`src/rtl/sd_frame_deserializer_if.sv`:
```
// rtl/sd_frame_deserializer_if.sv - control/data bundle between command controller and SD frame deserializer
interface sd_frame_deserializer_if #(
   parameter int MAX_BITS = 136,
   parameter int FS_W     = 8,
   parameter int TO_W     = 8
);
   logic                enable;
   logic                in;
   logic [FS_W-1:0]     framesize;
   logic [TO_W-1:0]     timeout;
   logic [MAX_BITS-1:0] out;
   logic                busy;
   logic                complete;
   logic                timeout_err;
   logic                crc_err;

   modport master (
      output enable, in, framesize, timeout,
      input  out, busy, complete, timeout_err, crc_err
   );

   modport slave (
      input  enable, in, framesize, timeout,
      output out, busy, complete, timeout_err, crc_err
   );
endinterface

```
`src/rtl/sd_frame_deserializer.sv`:
```
// rtl/sd_frame_deserializer.sv - SD CMD-line serial-to-parallel frame receiver with start-bit timeout
// Optional CRC7/end-bit check on 48-bit frames when SD_DES_CRC7_EN is defined.
module sd_frame_deserializer #(
   parameter int MAX_BITS = 136,
   parameter int FS_W     = 8,
   parameter int TO_W     = 8
) (
   input logic                    clk,
   input logic                    reset,
   sd_frame_deserializer_if.slave bus
);

   typedef enum logic [1:0] {
      S_IDLE,
      S_WAIT_START,
      S_SHIFT,
      S_DONE
   } state_t;

   state_t              r_state;
   state_t              w_next;
   logic [MAX_BITS-1:0] r_out;
   logic [TO_W-1:0]     r_wait_cnt;
   logic [TO_W-1:0]     w_wait_cnt_inc;
   logic [FS_W-1:0]     r_bit_cnt;
   logic [FS_W-1:0]     w_bit_cnt_inc;
   logic [FS_W-1:0]     r_size;
   logic [FS_W-1:0]     w_size_clamped;
   logic                r_timeout_err;
   logic                w_timeout_hit;
   logic                w_crc_err;

   assign w_wait_cnt_inc = r_wait_cnt + TO_W'(1);
   assign w_bit_cnt_inc  = r_bit_cnt + FS_W'(1);
   assign w_timeout_hit  = (bus.timeout != '0) && (w_wait_cnt_inc == bus.timeout);

   always_comb begin
      w_size_clamped = bus.framesize;
      if (bus.framesize < FS_W'(2)) begin
         w_size_clamped = FS_W'(2);
      end else if (bus.framesize > FS_W'(MAX_BITS)) begin
         w_size_clamped = FS_W'(MAX_BITS);
      end
   end

   always_ff @(posedge clk or negedge reset) begin
      if (!reset) begin
         r_state <= S_IDLE;
      end else begin
         r_state <= w_next;
      end
   end

   // Abort via enable low takes priority over start bit and timeout.
   always_comb begin
      w_next = r_state;
      case (r_state)
         S_IDLE: begin
            if (bus.enable) w_next = S_WAIT_START;
         end
         S_WAIT_START: begin
            if (!bus.enable)       w_next = S_IDLE;
            else if (!bus.in)      w_next = S_SHIFT;
            else if (w_timeout_hit) w_next = S_DONE;
         end
         S_SHIFT: begin
            if (!bus.enable)                  w_next = S_IDLE;
            else if (w_bit_cnt_inc == r_size) w_next = S_DONE;
         end
         S_DONE: begin
            if (!bus.enable) w_next = S_IDLE;
         end
         default: w_next = S_IDLE;
      endcase
   end

   always_ff @(posedge clk or negedge reset) begin
      if (!reset) begin
         r_out         <= '0;
         r_wait_cnt    <= '0;
         r_bit_cnt     <= '0;
         r_size        <= '0;
         r_timeout_err <= 1'b0;
      end else begin
         case (r_state)
            S_IDLE: begin
               r_wait_cnt    <= '0;
               r_timeout_err <= 1'b0;
            end
            S_WAIT_START: begin
               if (bus.enable) begin
                  r_wait_cnt <= w_wait_cnt_inc;
                  if (!bus.in) begin
                     // Start bit lands in out[0]; clearing keeps bits above the frame at zero.
                     r_out     <= '0;
                     r_bit_cnt <= FS_W'(1);
                     r_size    <= w_size_clamped;
                  end else if (w_timeout_hit) begin
                     r_out         <= '0;
                     r_timeout_err <= 1'b1;
                  end
               end
            end
            S_SHIFT: begin
               if (bus.enable) begin
                  r_out     <= {r_out[MAX_BITS-2:0], bus.in};
                  r_bit_cnt <= w_bit_cnt_inc;
               end
            end
            S_DONE: begin
               if (!bus.enable) r_timeout_err <= 1'b0;
            end
            default: ;
         endcase
      end
   end

`ifdef SD_DES_CRC7_EN
   logic [6:0] r_crc;
   logic [6:0] w_crc_next;
   logic       r_crc_on;
   logic       w_crc_fb;

   assign w_crc_fb   = bus.in ^ r_crc[6];
   assign w_crc_next = {r_crc[5:0], 1'b0} ^ (w_crc_fb ? 7'h09 : 7'h00);

   // The start bit (frame bit 47) is zero, so the zero-initialised CRC is unchanged by it.
   always_ff @(posedge clk or negedge reset) begin
      if (!reset) begin
         r_crc    <= '0;
         r_crc_on <= 1'b0;
      end else begin
         case (r_state)
            S_IDLE: begin
               r_crc_on <= 1'b0;
            end
            S_WAIT_START: begin
               if (bus.enable && !bus.in) begin
                  r_crc    <= '0;
                  r_crc_on <= (w_size_clamped == FS_W'(48));
               end else if (bus.enable && w_timeout_hit) begin
                  r_crc_on <= 1'b0;
               end
            end
            S_SHIFT: begin
               if (bus.enable && (r_bit_cnt < FS_W'(40))) r_crc <= w_crc_next;
            end
            default: ;
         endcase
      end
   end

   assign w_crc_err = (r_state == S_DONE) && r_crc_on &&
                      ((r_crc != r_out[7:1]) || !r_out[0]);
`else
   assign w_crc_err = 1'b0;
`endif

   assign bus.out         = r_out;
   assign bus.busy        = (r_state == S_WAIT_START) || (r_state == S_SHIFT);
   assign bus.complete    = (r_state == S_DONE);
   assign bus.timeout_err = r_timeout_err;
   assign bus.crc_err     = w_crc_err;

endmodule

```
`src/flat_wrapper.sv`:
```
// flat-port wrapper written by rule: the top's interface ports become plain ports
module sd_frame_deserializer_flat 
#(
   parameter int MAX_BITS = 136,
   parameter int FS_W     = 8,
   parameter int TO_W     = 8
)
  (clk, reset, bus_enable, bus_in, bus_framesize, bus_timeout, bus_out, bus_busy, bus_complete, bus_timeout_err, bus_crc_err);
  sd_frame_deserializer_if #(.MAX_BITS(MAX_BITS), .FS_W(FS_W), .TO_W(TO_W)) bus_i ();
  input logic clk;
  input logic reset;
  input wire logic [$bits(bus_i.enable)-1:0] bus_enable;
  input wire logic [$bits(bus_i.in)-1:0] bus_in;
  input wire logic [$bits(bus_i.framesize)-1:0] bus_framesize;
  input wire logic [$bits(bus_i.timeout)-1:0] bus_timeout;
  output wire logic [$bits(bus_i.out)-1:0] bus_out;
  output wire logic [$bits(bus_i.busy)-1:0] bus_busy;
  output wire logic [$bits(bus_i.complete)-1:0] bus_complete;
  output wire logic [$bits(bus_i.timeout_err)-1:0] bus_timeout_err;
  output wire logic [$bits(bus_i.crc_err)-1:0] bus_crc_err;
  assign bus_i.enable = bus_enable;
  assign bus_i.in = bus_in;
  assign bus_i.framesize = bus_framesize;
  assign bus_i.timeout = bus_timeout;
  assign bus_out = bus_i.out;
  assign bus_busy = bus_i.busy;
  assign bus_complete = bus_i.complete;
  assign bus_timeout_err = bus_i.timeout_err;
  assign bus_crc_err = bus_i.crc_err;
  sd_frame_deserializer #(.MAX_BITS(MAX_BITS), .FS_W(FS_W), .TO_W(TO_W)) u_core (.clk(clk), .reset(reset), .bus(bus_i));
endmodule
```
`config.mk`:
```
export PLATFORM = sky130hd
export DESIGN_NAME = sd_frame_deserializer_flat
export DESIGN_NICKNAME = d
export VERILOG_FILES = /design/src/rtl/sd_frame_deserializer_if.sv /design/src/rtl/sd_frame_deserializer.sv /design/src/flat_wrapper.sv
export SDC_FILE = /design/constraint.sdc
export NUM_CORES = 1
export LEC_CHECK = 0
export ABC_AREA = 0
export BUFFER_PORTS_ARGS = -buffer_cell sky130_fd_sc_hd__buf_4
export CAP_MARGIN = 15
export CORE_UTILIZATION = 50
export CTS_BUF_LIST = sky130_fd_sc_hd__clkbuf_4
export DETAILED_ROUTE_END_ITERATION = 12
export GPL_TIMING_DRIVEN = 0
export PLACE_DENSITY_LB_ADDON = 0.08
export RECOVER_POWER = 100
export REMOVE_ABC_BUFFERS = 1
export SYNTH_ARGS = -nofsm -noshare
export SYNTH_HDL_FRONTEND = slang
export SYNTH_SLANG_ARGS = --single-unit
```
`constraint.sdc`:
```
create_clock -name clk -period 4.5 [get_ports clk]
set_clock_uncertainty 0.15 [all_clocks]
set_input_delay 0.675 -clock clk [delete_from_list [all_inputs] [get_ports clk]]
set_output_delay 0.675 -clock clk [all_outputs]
set_load 0.005 [all_outputs]
```
==> impl_metrics.toml <==
[power_and_ir_drop]
powerDensity_mw_per_mm2 = 461
p_leak_nw = 4.02
ir_worst_vdd_mv = 0.255
total_power_mw = 3.87

[die]
die_w_um = 118
ios = 160
core_area_mm2 = 0.0132
die_area_mm2 = 0.0140
die_h_um = 118
rows = 42
initial_core_util_pct = 51.2

[detailed_routing]
wl_um = 15300
vias = 5042
via_per_inst = 5.68
drc = 0
drt_iter0_drc = 429
wire_per_inst_um = 17.2
antenna_left = 0
dr.pass1.iters = 4

[synthesis]
synth-main-ff-cell = "dfrtp_1"
postSynth.asyncResetShare_pct = 100
synthTopCellsByArea = "dfrtp_1, a22o_1, nand2_1"
syn_inst = 556
synth_area_per_cell_um2 = 12.2
yosys.area.top_type = "dfrtp_1"
syn_area_mm2 = 0.00678
ys_ff_latch = 163
ys_warn_count = 0
yosysUniqueCellTypes = 45
yosys.area.top_type_share_pct = 60.2
synth_edf_count = 0
synth_seq_area_share_pct = 60.2

[clock_tree]
clock_latency_ns = 0.53
clk_pin_slew_worst_paths_ns = 0.13
cts_buffers = 17
cts_root_buf = "clkbuf_4"
cts_htree_levels = 4
post_cts_buffers = 0
tritoncts = "built"
clock_sinks = 163
ctsLongestPathBuffers = 2

[global_route]
first_global_vias = 4944
grt_pass1_wl_um = 25600
grt_max_degree = 87
overflow = 0
grt_util_all_layers_pct = 23.2
grt_antenna_before_repair = 0

[sta]
worst_pin_slew_ns = 1.91
finalSetupViolCount = 0
maxSlewViolCount = 79
period_needed_ns = 3.86
final_hold_viol_count = 0
setup_ws_ns = 0.636
rsz0062_at_grt = "false"
fin_crit_sh_pct = 85.9
slew_headroom_pct = -27.5
max_freq_ghz = 0.259

[final_layout]
antenna_cells = 0
nNetsFinal = 725
final_cell_mix = "dfrtp_1, a22o_1, clkbuf_4, clkbuf_1, nand2_1"
synthToLayoutAreaGrowth_pct = 23.8
drive_gt1_share_pct = 23.6
final_common_cell = "dfrtp_1"
final_util_pct = 63.4

[placed_design]
gp_congestion = 0.824
dp_hpwl_um = 10600
pre_cts_ws_ns = 0.905
numPortBuffers = 158

[critical_path]
cp.required_ns = 4.83
path_class = "flop to flop"
arrival_ns = 4.20
ff2ff_setup_slack_ns = 0.64
timing.rr.end = "u_core.bus.out[105]"
reg2regPathDepth = 8
crit_fanout = 29
cp-end-kind = "flop"
r2r_start = "u_core.r_wait_cnt[2]"
setup.worst_path.start_class = "flop"

[min_path]
whs_path_depth = 3
hold_start = "bus_framesize[5]"
hold_path.class = "input port to flop"
holdPathEnd = "u_core.r_size[5]"

[job]
maxCapViolations = 1

[status]
violations = "max-capacitance violations, max-slew violations"
status = "finished, violations left"
## area by class of cell
cell class | count | area (µm²)
Clock inverter | 12 | 163
Sequential cell | 163 | 4080
Timing Repair Buffer | 170 | 1290
Fill cell | 1108 | 4850
Tap cell | 176 | 220
Inverter | 11 | 41.3
Clock buffer | 20 | 150
Multi-Input combinational cell | 336 | 2440
## critical path: stages (launching register included)
cell	delay, ns
dfrtp_1	0.50
nand3_1	0.27
or4_1	0.55
o311ai_1	0.12
nor4_1	0.14
o221ai_2	0.97
clkbuf_2	0.68
buf_16	0.24
a22o_1	0.17
## synthesized netlist by cell type (2+ instances only)
| master | count |
|---|---|
| a21oi_1 | 20 |
| a22o_1 | 135 |
| and3_1 | 2 |
| buf_2 | 17 |
| buf_4 | 4 |
| clkbuf_1 | 25 |
| dfrtp_1 | 163 |
| ha_1 | 6 |
| inv_1 | 11 |
| mux2i_1 | 4 |
| nand2_1 | 35 |
| nand2b_1 | 4 |
| nand3_1 | 6 |
| nand4_1 | 7 |
| nor2_1 | 11 |
| nor2b_1 | 2 |
| nor3_1 | 15 |
| nor4_1 | 2 |
| o211ai_1 | 4 |
| o21ai_0 | 22 |
| o221ai_1 | 6 |
| or2_2 | 5 |
| or3_1 | 6 |
| xnor2_1 | 15 |
| xor2_1 | 9 |
## power by group
part	total, mW	switching (mW)	leakage [nW]	internal [mW]
clock	0.940	0.487	0.169	0.452
combinational	1.26	0.796	1.61	0.459
sequential	1.68	0.123	2.24	1.55
## flip-flops by register name, summed over array words and instances (netlist names)
register and flops:
u_core.r_state 2, u_core.bus.out 136, u_core.bus.timeout_err 1, u_core.r_wait_cnt 8, u_core.r_bit_cnt 8, u_core.r_size 8
## worst max path at each step
stage,from,cells past startpoint,end,slack [ns]
floorplan,bus_timeout[6],6,u_core.bus.out[0],-0.40
global placement,bus_timeout[6],7,u_core.bus.out[57],-2.00
detailed placement,bus_timeout[5],11,u_core.bus.out[90],0.90
CTS,u_core.r_wait_cnt[0],11,u_core.bus.out[90],0.93
global route,u_core.r_wait_cnt[0],9,u_core.bus.out[75],0.38
finish,u_core.r_wait_cnt[2],8,u_core.bus.out[105],0.64
## cells by family after synthesis
family,after synthesis,synth area share (%)
compound gates,199,23.3
xor+xnor,25,3.43
fa+ha+maj,6,1.11
buf+inv,57,3.69
flops,163,60.2
mux,5,0.757
other cells,1,0.0553
simple gates,100,7.44
## routing by layer
layer	up-vias	GRT usage (%)	part of all wire, %
li1	2364	-	-
met1	2545	31.5	44
met2	121	34.6	48
met3	12	7.72	6.6
met4	0	8.54	1.1
met5	-	0	0
## timing repair
item | 4_1_cts | 5_1_grt
endpoints found under the hold margin | 29 | 0
gates resized for setup | 0 | 0
hold buffers | 1 | 0
## metrics by stage
step	setup TNS [ns]	std cells	cell area (µm²)	hold slack (ns)
global route	0	888	8390	0.223
finish	0	888	8390	0.258
detailed placement	0	855	8270	0.346
CTS	0	888	8600	0.195
floorplan	-53.33	510	6570	0.229
global placement	-268.75	844	7980	0.342
Note: power is estimated with default switching activity, not from simulation.
